`config.mk`:
```
export PLATFORM = sky130hd
export DESIGN_NAME = tlk2711_irq_sched
export DESIGN_NICKNAME = d
export VERILOG_FILES = /design/src/rtl/tlk2711_irq_pkg.sv /design/src/rtl/irq_evt_fifo.sv /design/src/rtl/tlk2711_irq_sched.sv
export SDC_FILE = /design/constraint.sdc
export NUM_CORES = 1
export LEC_CHECK = 0
export BUFFER_PORTS_ARGS = -buffer_cell sky130_fd_sc_hd__buf_2
export CELL_PAD_IN_SITES_DETAIL_PLACEMENT = 1
export CELL_PAD_IN_SITES_GLOBAL_PLACEMENT = 1
export CORE_MARGIN = 4
export CORE_UTILIZATION = 50
export DETAILED_ROUTE_END_ITERATION = 6
export HOLD_SLACK_MARGIN = 0.1
export PLACE_DENSITY_LB_ADDON = 0.1
export SYNTH_ARGS = -nofsm -noshare
export SYNTH_HDL_FRONTEND = slang
export SYNTH_HIERARCHICAL = 1
export SYNTH_SLANG_ARGS = --single-unit
```
`constraint.sdc`:
```
create_clock -name clk -period 7.7 [get_ports clk]
set_input_delay 1.155 -clock clk [delete_from_list [all_inputs] [get_ports clk]]
set_output_delay 1.155 -clock clk [all_outputs]
set_load 0.005 [all_outputs]
```
`src/rtl/tlk2711_irq_pkg.sv`:
```
// ============================================================================
// Module      : tlk2711_irq_pkg
// Description : Shared types, codes and record builders for the TLK2711 IRQ
//               scheduler.
// Revision    : 1.0 - initial release
// ============================================================================
`default_nettype none

package tlk2711_irq_pkg;

    localparam int          REC_W        = 64;
    localparam logic [3:0]  EVT_TX       = 4'd1;
    localparam logic [3:0]  EVT_RX       = 4'd2;
    localparam logic [3:0]  EVT_LOSS     = 4'd3;
    localparam logic [15:0] TX_SIGNATURE = 16'h5AA5;

    localparam logic [REC_W-1:0] TX_RECORD = {EVT_TX, 44'h0, TX_SIGNATURE};

    typedef enum logic [1:0] {
        ST_IDLE    = 2'd0,
        ST_PRESENT = 2'd1,
        ST_HOLDOFF = 2'd2
    } sched_state_t;

    function automatic logic [REC_W-1:0] rx_record(
        input logic [7:0]  data_type,
        input logic        file_end,
        input logic        checksum,
        input logic [15:0] frame_num,
        input logic [15:0] frame_length
    );
        return {EVT_RX, 18'h0, data_type, file_end, checksum, frame_num, frame_length};
    endfunction

    function automatic logic [REC_W-1:0] loss_record(
        input logic [5:0] rx_status,
        input logic       sync_loss,
        input logic       link_loss
    );
        return {EVT_LOSS, 52'h0, rx_status, sync_loss, link_loss};
    endfunction

endpackage

`default_nettype wire

```
`src/rtl/irq_evt_fifo.sv`:
```
// ============================================================================
// Module      : irq_evt_fifo
// Description : Synchronous first-word-fall-through FIFO holding event records.
// Revision    : 1.0 - initial release
// ============================================================================
`default_nettype none

module irq_evt_fifo #(
    parameter int DEPTH = 8,
    parameter int WIDTH = 64
) (
    input  logic             clk,
    input  logic             rst,
    input  logic             push,
    input  logic [WIDTH-1:0] push_data,
    input  logic             pop,
    output logic [WIDTH-1:0] head,
    output logic             full,
    output logic             empty,
    output logic [6:0]       count
);

    localparam int AW = (DEPTH > 1) ? $clog2(DEPTH) : 1;

    logic [WIDTH-1:0] mem [DEPTH];
    logic [AW-1:0]    wr_ptr;
    logic [AW-1:0]    rd_ptr;
    logic             do_push;
    logic             do_pop;

    assign full    = (count == 7'(DEPTH));
    assign empty   = (count == 7'd0);
    assign head    = mem[rd_ptr];
    assign do_pop  = pop && !empty;
    // A push into a full FIFO is accepted when the head leaves in the same cycle.
    assign do_push = push && (!full || do_pop);

    always_ff @(posedge clk) begin
        if (do_push) begin
            mem[wr_ptr] <= push_data;
        end
    end

    always_ff @(posedge clk) begin
        if (rst) begin
            wr_ptr <= '0;
            rd_ptr <= '0;
            count  <= 7'd0;
        end else begin
            if (do_push) begin
                wr_ptr <= wr_ptr + 1'b1;
            end
            if (do_pop) begin
                rd_ptr <= rd_ptr + 1'b1;
            end
            case ({do_push, do_pop})
                2'b10:   count <= count + 7'd1;
                2'b01:   count <= count - 7'd1;
                default: count <= count;
            endcase
        end
    end

endmodule

`default_nettype wire

```
`src/rtl/tlk2711_irq_sched.sv`:
```
// ============================================================================
// Module      : tlk2711_irq_sched
// Description : Captures TX/RX/loss events, queues them in order and presents
//               them to the PS one at a time behind a level interrupt.
// Revision    : 1.0 - initial release
// ============================================================================
`default_nettype none

module tlk2711_irq_sched #(
    parameter int DEPTH   = 8,
    parameter int HOLDOFF = 16
) (
    input  logic        clk,
    input  logic        rst,
    input  logic        i_tx_event,
    input  logic        i_rx_event,
    input  logic        i_loss_event,
    input  logic [7:0]  i_rx_data_type,
    input  logic        i_rx_file_end_flag,
    input  logic        i_rx_checksum_flag,
    input  logic [15:0] i_rx_frame_num,
    input  logic [15:0] i_rx_frame_length,
    input  logic [5:0]  i_rx_status,
    input  logic        i_sync_loss,
    input  logic        i_link_loss,
    input  logic        i_ack,
    input  logic        i_clr_ovf,
    output logic        o_irq,
    output logic [63:0] o_irq_status,
    output logic [6:0]  o_pending,
    output logic        o_overflow,
    output logic [15:0] o_drop_cnt
);

    import tlk2711_irq_pkg::*;

    logic             tx_vld;
    logic             rx_vld;
    logic             loss_vld;
    logic [REC_W-1:0] rx_rec;
    logic [REC_W-1:0] loss_rec;

    logic             sel_tx;
    logic             sel_rx;
    logic             sel_loss;
    logic             arb_push;
    logic [REC_W-1:0] arb_data;

    logic             fifo_pop;
    logic             fifo_full;
    logic             fifo_empty;
    logic             fifo_accept;
    logic [REC_W-1:0] fifo_head;

    logic             tx_load;
    logic             rx_load;
    logic             loss_load;
    logic             tx_drop;
    logic             rx_drop;
    logic             loss_drop;
    logic [1:0]       drop_inc;
    logic [16:0]      drop_sum;

    sched_state_t     state;
    sched_state_t     state_nxt;
    logic [7:0]       hold_cnt;
    logic             hold_load;

    // ---------------------------------------------------------------- arbiter
    assign fifo_accept = !fifo_full || fifo_pop;

    always_comb begin
        sel_loss = 1'b0;
        sel_rx   = 1'b0;
        sel_tx   = 1'b0;
        if (fifo_accept) begin
            if (loss_vld) begin
                sel_loss = 1'b1;
            end else if (rx_vld) begin
                sel_rx = 1'b1;
            end else if (tx_vld) begin
                sel_tx = 1'b1;
            end
        end
    end

    assign arb_push = sel_loss || sel_rx || sel_tx;
    assign arb_data = sel_loss ? loss_rec : (sel_rx ? rx_rec : TX_RECORD);

    // ---------------------------------------------------------- capture stage
    // A latch draining this cycle may reload from a coincident pulse.
    assign tx_load   = i_tx_event   && (!tx_vld   || sel_tx);
    assign rx_load   = i_rx_event   && (!rx_vld   || sel_rx);
    assign loss_load = i_loss_event && (!loss_vld || sel_loss);
    assign tx_drop   = i_tx_event   && !tx_load;
    assign rx_drop   = i_rx_event   && !rx_load;
    assign loss_drop = i_loss_event && !loss_load;

    always_ff @(posedge clk) begin
        if (rst) begin
            tx_vld   <= 1'b0;
            rx_vld   <= 1'b0;
            loss_vld <= 1'b0;
            rx_rec   <= '0;
            loss_rec <= '0;
        end else begin
            if (tx_load) begin
                tx_vld <= 1'b1;
            end else if (sel_tx) begin
                tx_vld <= 1'b0;
            end

            if (rx_load) begin
                rx_vld <= 1'b1;
                rx_rec <= rx_record(i_rx_data_type, i_rx_file_end_flag,
                                    i_rx_checksum_flag, i_rx_frame_num,
                                    i_rx_frame_length);
            end else if (sel_rx) begin
                rx_vld <= 1'b0;
            end

            if (loss_load) begin
                loss_vld <= 1'b1;
                loss_rec <= loss_record(i_rx_status, i_sync_loss, i_link_loss);
            end else if (sel_loss) begin
                loss_vld <= 1'b0;
            end
        end
    end

    // ------------------------------------------------------------ drop count
    assign drop_inc = {1'b0, tx_drop} + {1'b0, rx_drop} + {1'b0, loss_drop};
    assign drop_sum = {1'b0, o_drop_cnt} + {15'd0, drop_inc};

    always_ff @(posedge clk) begin
        if (rst) begin
            o_drop_cnt <= 16'd0;
            o_overflow <= 1'b0;
        end else if (i_clr_ovf) begin
            // Clear takes effect first, then this cycle's drops are counted.
            o_drop_cnt <= {14'd0, drop_inc};
            o_overflow <= (drop_inc != 2'd0);
        end else if (drop_inc != 2'd0) begin
            o_drop_cnt <= drop_sum[16] ? 16'hFFFF : drop_sum[15:0];
            o_overflow <= 1'b1;
        end
    end

    // ------------------------------------------------------------------ FIFO
    irq_evt_fifo #(
        .DEPTH (DEPTH),
        .WIDTH (REC_W)
    ) u_fifo (
        .clk       (clk),
        .rst       (rst),
        .push      (arb_push),
        .push_data (arb_data),
        .pop       (fifo_pop),
        .head      (fifo_head),
        .full      (fifo_full),
        .empty     (fifo_empty),
        .count     (o_pending)
    );

    // ------------------------------------------------------------------- FSM
    always_ff @(posedge clk) begin
        if (rst) begin
            state <= ST_IDLE;
        end else begin
            state <= state_nxt;
        end
    end

    always_comb begin
        state_nxt = state;
        case (state)
            ST_IDLE:    if (!fifo_empty)      state_nxt = ST_PRESENT;
            ST_PRESENT: if (i_ack)            state_nxt = ST_HOLDOFF;
            ST_HOLDOFF: if (hold_cnt == 8'd0) state_nxt = ST_IDLE;
            default:                          state_nxt = ST_IDLE;
        endcase
    end

    always_comb begin
        o_irq     = (state == ST_PRESENT);
        fifo_pop  = (state == ST_IDLE) && !fifo_empty;
        hold_load = (state == ST_PRESENT) && i_ack;
    end

    always_ff @(posedge clk) begin
        if (rst) begin
            hold_cnt     <= 8'd0;
            o_irq_status <= '0;
        end else begin
            if (fifo_pop) begin
                o_irq_status <= fifo_head;
            end
            if (hold_load) begin
                hold_cnt <= 8'(HOLDOFF - 1);
            end else if ((state == ST_HOLDOFF) && (hold_cnt != 8'd0)) begin
                hold_cnt <= hold_cnt - 8'd1;
            end
        end
    end

endmodule

`default_nettype wire

```
==> flow_summary.html <==
<table>
<tr><th>Metric</th><th>Value</th></tr>
<tr><th colspan="2">Outcome</th></tr>
<tr><td>Outcome</td><td>completed</td></tr>
<tr><th colspan="2">Synthesis</th></tr>
<tr><td>Library cell occupying the most area in the post-synthesis netlist</td><td>sky130_fd_sc_hd__edfxtp_1</td></tr>
<tr><td>Most frequently used flop master after synthesis</td><td>sky130_fd_sc_hd__edfxtp_1</td></tr>
<tr><td>Count of state elements after synthesis</td><td>674</td></tr>
<tr><td>Distinct cells, synth</td><td>60</td></tr>
<tr><td>Number of synthesized flops with an enable pin</td><td>512</td></tr>
<tr><td>Sequential element share of the synthesized area</td><td>71.7%</td></tr>
<tr><td>Ranking of synthesized cells by area</td><td>sky130_fd_sc_hd__edfxtp_1 (59%), sky130_fd_sc_hd__dfxtp_1 (12%), sky130_fd_sc_hd__mux4_2 (11%), sky130_fd_sc_hd__nand2_1 (3.3%), sky130_fd_sc_hd__mux2_2 (2.8%)</td></tr>
<tr><td>Cell area after synthesis</td><td>26000 µm²</td></tr>
<tr><td>Yosys synthesis warning count</td><td>6</td></tr>
<tr><td>Proportion of synthesized flip-flops having asynchronous set or reset</td><td>0%</td></tr>
<tr><td>Mean instance size in the synthesized netlist</td><td>16.3 µm²</td></tr>
<tr><td>Fraction of synthesized cell area taken by the top area cell type</td><td>59.2%</td></tr>
<tr><td>Number of cells produced by synthesis</td><td>1588</td></tr>
<tr><th colspan="2">Timing</th></tr>
<tr><td>Setup TNS</td><td>0 ns</td></tr>
<tr><td>Remaining max-slew budget at the tightest pin</td><td>23.9%</td></tr>
<tr><td>Final setup violation count</td><td>0</td></tr>
<tr><td>Final period util</td><td>65.9%</td></tr>
<tr><td>Max Clock Freq</td><td>0.197 GHz</td></tr>
<tr><td>Hold slack</td><td>0.451 ns</td></tr>
<tr><td>Total count of hold-check failures in the final report</td><td>0</td></tr>
<tr><td>Unrepaired setup endpoints after global routing</td><td>no</td></tr>
<tr><td>Worst setup skew after layout</td><td>0.0239 ns</td></tr>
<tr><td>Slew at the pin with the worst max-slew slack</td><td>1.14 ns</td></tr>
<tr><td>Final min period</td><td>5.07 ns</td></tr>
<tr><td>Final max-slew violation count</td><td>0</td></tr>
<tr><th colspan="2">Die</th></tr>
<tr><td>Die extent in x</td><td>236 µm</td></tr>
<tr><td>Initial cell density of the core</td><td>50.5%</td></tr>
<tr><td>Core outline area</td><td>51400 µm²</td></tr>
<tr><td>Site Rows</td><td>83</td></tr>
<tr><td>Io pins</td><td>146</td></tr>
<tr><td>Die span in y</td><td>236 µm</td></tr>
<tr><td>Die area</td><td>55600 µm²</td></tr>
<tr><th colspan="2">Clocking</th></tr>
<tr><td>Max Root-Sink Buffers</td><td>3</td></tr>
<tr><td>Clock-pin slew reported for the worst setup and hold paths after clock tree synthesis</td><td>0.06 ns</td></tr>
<tr><td>Postcts setup bufs</td><td>0</td></tr>
<tr><td>Clock insertion delay at the later pin of the skew report</td><td>0.60 ns</td></tr>
<tr><td>CTS H-Tree Depth</td><td>3</td></tr>
<tr><td>Root buffer cell</td><td>sky130_fd_sc_hd__clkbuf_16</td></tr>
<tr><td>Number of clock sinks</td><td>674</td></tr>
<tr><td>Number of buffers created by CTS</td><td>72</td></tr>
<tr><td>TritonCTS clock tree</td><td>done</td></tr>
<tr><td># hold bufs at CTS</td><td>0</td></tr>
<tr><td>Number of gates resized after CTS</td><td>0</td></tr>
<tr><th colspan="2">Worst setup path</th></tr>
<tr><td>Type of element launching the critical path</td><td>register</td></tr>
<tr><td>Arrival time at the worst endpoint</td><td>5.54 ns</td></tr>
<tr><td>Largest fanout of any net on the critical path</td><td>66</td></tr>
<tr><td>Worst endpoint required time</td><td>8.17 ns</td></tr>
<tr><td>Nature of the critical path endpoint</td><td>register</td></tr>
<tr><td>Category of the most critical setup path</td><td>reg -&gt; reg</td></tr>
<tr><th colspan="2">Route</th></tr>
<tr><td>Number of DRC markers after the initial detailed-route iteration</td><td>869</td></tr>
<tr><td>Number of vias per cell</td><td>5.42</td></tr>
<tr><td>Number of iterations in the first detailed-routing pass</td><td>4</td></tr>
<tr><td>Final antenna-violating net count</td><td>0</td></tr>
<tr><td>Remaining DRCs</td><td>0</td></tr>
<tr><td>Via count</td><td>14322</td></tr>
<tr><td>Wire length reported by the detailed router</td><td>58.6 mm</td></tr>
<tr><td>Detailed-route wire length per cell</td><td>22.2 µm</td></tr>
<tr><th colspan="2">Placed design</th></tr>
<tr><td># port buffers</td><td>145</td></tr>
<tr><td>Area of placed instances</td><td>28000 µm²</td></tr>
<tr><td>Half-perimeter wire length after detailed placement</td><td>33.4 mm</td></tr>
<tr><td>Final GP Congestion</td><td>0.751</td></tr>
<tr><th colspan="2">Layout</th></tr>
<tr><td>Share of the core filled with cells in the final layout</td><td>59.0%</td></tr>
<tr><td>Most frequent cells in the layout</td><td>sky130_fd_sc_hd__edfxtp_1 (512), sky130_fd_sc_hd__nand2_1 (228), sky130_fd_sc_hd__conb_1 (160)</td></tr>
<tr><td>Fraction of layout cells with a size suffix above 1</td><td>24.9%</td></tr>
<tr><td>Final cell area excluding filler cells</td><td>30300 µm²</td></tr>
<tr><td>FILL cells</td><td>4818</td></tr>
<tr><td>Synth-to-Final Area Change</td><td>16.8%</td></tr>
<tr><td>Most frequent standard cell in the layout excluding fill and tap cells</td><td>sky130_fd_sc_hd__edfxtp_1</td></tr>
<tr><td>Number of nets in the finished design</td><td>1975</td></tr>
<tr><th colspan="2">GRT</th></tr>
<tr><td>Antenna violations before repair</td><td>1</td></tr>
<tr><td>Wire length of the first global-routing pass</td><td>91.6 mm</td></tr>
<tr><td>Pin count of the biggest net entering global routing</td><td>110</td></tr>
<tr><td>Via count of the first global-routing pass</td><td>15638</td></tr>
<tr><td>Global route total overflow</td><td>0</td></tr>
<tr><td>All-Layer GR Usage</td><td>21.2%</td></tr>
<tr><th colspan="2">Power and ir drop</th></tr>
<tr><td>Peak supply drop</td><td>0.263 mV</td></tr>
<tr><td>Pleak</td><td>10.6 nW</td></tr>
<tr><td>Total Power</td><td>0.0103 W</td></tr>
<tr><td>Pwr per Cell Area</td><td>340 nW/µm²</td></tr>
<tr><th colspan="2">Run</th></tr>
<tr><td>Max-cap violations</td><td>0</td></tr>
<tr><th colspan="2">Min path</th></tr>
<tr><td>Worst min path class</td><td>reg -&gt; reg</td></tr>
</table>
==> path summary, 6_finish.rpt <==
path                                     start                      endpoint  slack, ns  cells past startpoint
hold / removal    o_irq_status[2]$_SDFFE_PP0P_  o_irq_status[2]$_SDFFE_PP0P_       0.45                      2
hold reg to reg   o_irq_status[2]$_SDFFE_PP0P_  o_irq_status[2]$_SDFFE_PP0P_       0.45                      2
setup / recovery  u_fifo/count[0]$_SDFFE_PP0P_  u_fifo/count[6]$_SDFFE_PP0P_       2.63                     14
setup reg to reg  u_fifo/count[0]$_SDFFE_PP0P_  u_fifo/count[6]$_SDFFE_PP0P_       2.63                     14
==> registers in the layout, indices dropped and copies added (netlist names), named ones only <==
signal	cells
u_fifo/count	7
tx_vld	1
rx_vld	1
u_fifo/mem	512
o_overflow	1
state	2
o_irq_status	64
hold_cnt	8
loss_vld	1
o_drop_cnt	16
u_fifo/rd_ptr	3
loss_rec	9
u_fifo/wr_ptr	3
rx_rec	43
==> per-layer routing <==
| layer | part of all wire [%] | vias to the layer above | GRT usage, % |
|---|---|---|---|
| li1 | - | 6544 | - |
| met1 | 43 | 7420 | 28.9 |
| met2 | 51 | 278 | 36.0 |
| met3 | 4.1 | 80 | 3.71 |
| met4 | 2.0 | 0 | 5.14 |
| met5 | 0 | - | 0 |
==> cell families (layout without fill, tap and decap cells) <==
group	Yosys count	after routing	share of synthesized area, %
DFF	674	674	71.7
and+or+nand+nor	399	399	6.82
muxes	209	209	14.6
AOI/OAI and AO/OA	180	180	4.06
buffers and inverters	95	311	1.51
xor gates and xnor gates	16	16	0.540
adders and majority gates	14	14	0.762
other	1	161	0.0144
==> through the flow <==
step	setup slack (ns)	cells
2_1_floorplan	0.757	1747
3_3_place_gp	2.84	2510
3_5_place_dp	2.59	2510
4_1_cts	2.57	2643
5_1_grt	2.42	2643
6_report	2.63	2644
==> Yosys cell counts (4+ instances only) <==
library cell	number
sky130_fd_sc_hd__buf_2	28
sky130_fd_sc_hd__and2_1	33
sky130_fd_sc_hd__xnor2_1	9
sky130_fd_sc_hd__nor3_1	13
sky130_fd_sc_hd__nand2_1	228
sky130_fd_sc_hd__buf_1	10
sky130_fd_sc_hd__inv_1	12
sky130_fd_sc_hd__a21oi_1	124
sky130_fd_sc_hd__mux2i_1	15
sky130_fd_sc_hd__nand2b_1	7
sky130_fd_sc_hd__nand4_1	7
sky130_fd_sc_hd__nand3_1	11
sky130_fd_sc_hd__a22o_1	5
sky130_fd_sc_hd__or3_1	4
sky130_fd_sc_hd__clkbuf_1	43
sky130_fd_sc_hd__o22a_1	4
sky130_fd_sc_hd__mux4_2	128
sky130_fd_sc_hd__nor2b_1	5
sky130_fd_sc_hd__xor2_1	7
sky130_fd_sc_hd__edfxtp_1	512
sky130_fd_sc_hd__nor2_1	64
sky130_fd_sc_hd__o21ai_0	10
sky130_fd_sc_hd__a211oi_1	8
sky130_fd_sc_hd__ha_1	11
sky130_fd_sc_hd__nor4_1	8
sky130_fd_sc_hd__dfxtp_1	162
sky130_fd_sc_hd__mux2_2	64
==> layout make-up <==
class | instances | area [µm²] | area share [%]
Multi-Input combinational cell | 978 | 7620 | 25.1
Sequential cell | 674 | 18600 | 61.5
Inverter | 14 | 52.6 | 0.173
Clock buffer | 103 | 2080 | 6.88
Tap cell | 680 | 851 | 2.81
Antenna cell | 1 | 2.50 | 0.00826
Timing Repair Buffer | 164 | 883 | 2.91
Clock inverter | 30 | 193 | 0.636
==> report_power, final <==
group | internal [W] | leakage, nW | switching (W)
Combinational | 0.000993 | 3.47 | 0.00140
Clock | 0.00193 | 1.11 | 0.00138
Sequential | 0.00438 | 6.05 | 0.000243
==> critical path: stages, from the launching register on <==
cell and delay (ns):
sky130_fd_sc_hd__dfxtp_1 0.45, sky130_fd_sc_hd__nor4_4 0.11, sky130_fd_sc_hd__nand3_1 0.16, sky130_fd_sc_hd__inv_1 0.10
sky130_fd_sc_hd__or3_2 0.41, sky130_fd_sc_hd__buf_4 0.34, sky130_fd_sc_hd__inv_2 0.71, sky130_fd_sc_hd__inv_1 0.16
sky130_fd_sc_hd__a311oi_2 0.71, sky130_fd_sc_hd__ha_1 0.41, sky130_fd_sc_hd__nor2b_1 0.17, sky130_fd_sc_hd__o31a_1 0.27
sky130_fd_sc_hd__o22ai_1 0.29, sky130_fd_sc_hd__mux2_4 0.35, sky130_fd_sc_hd__mux2_4 0.29
Power figures use the tool's default switching activity.
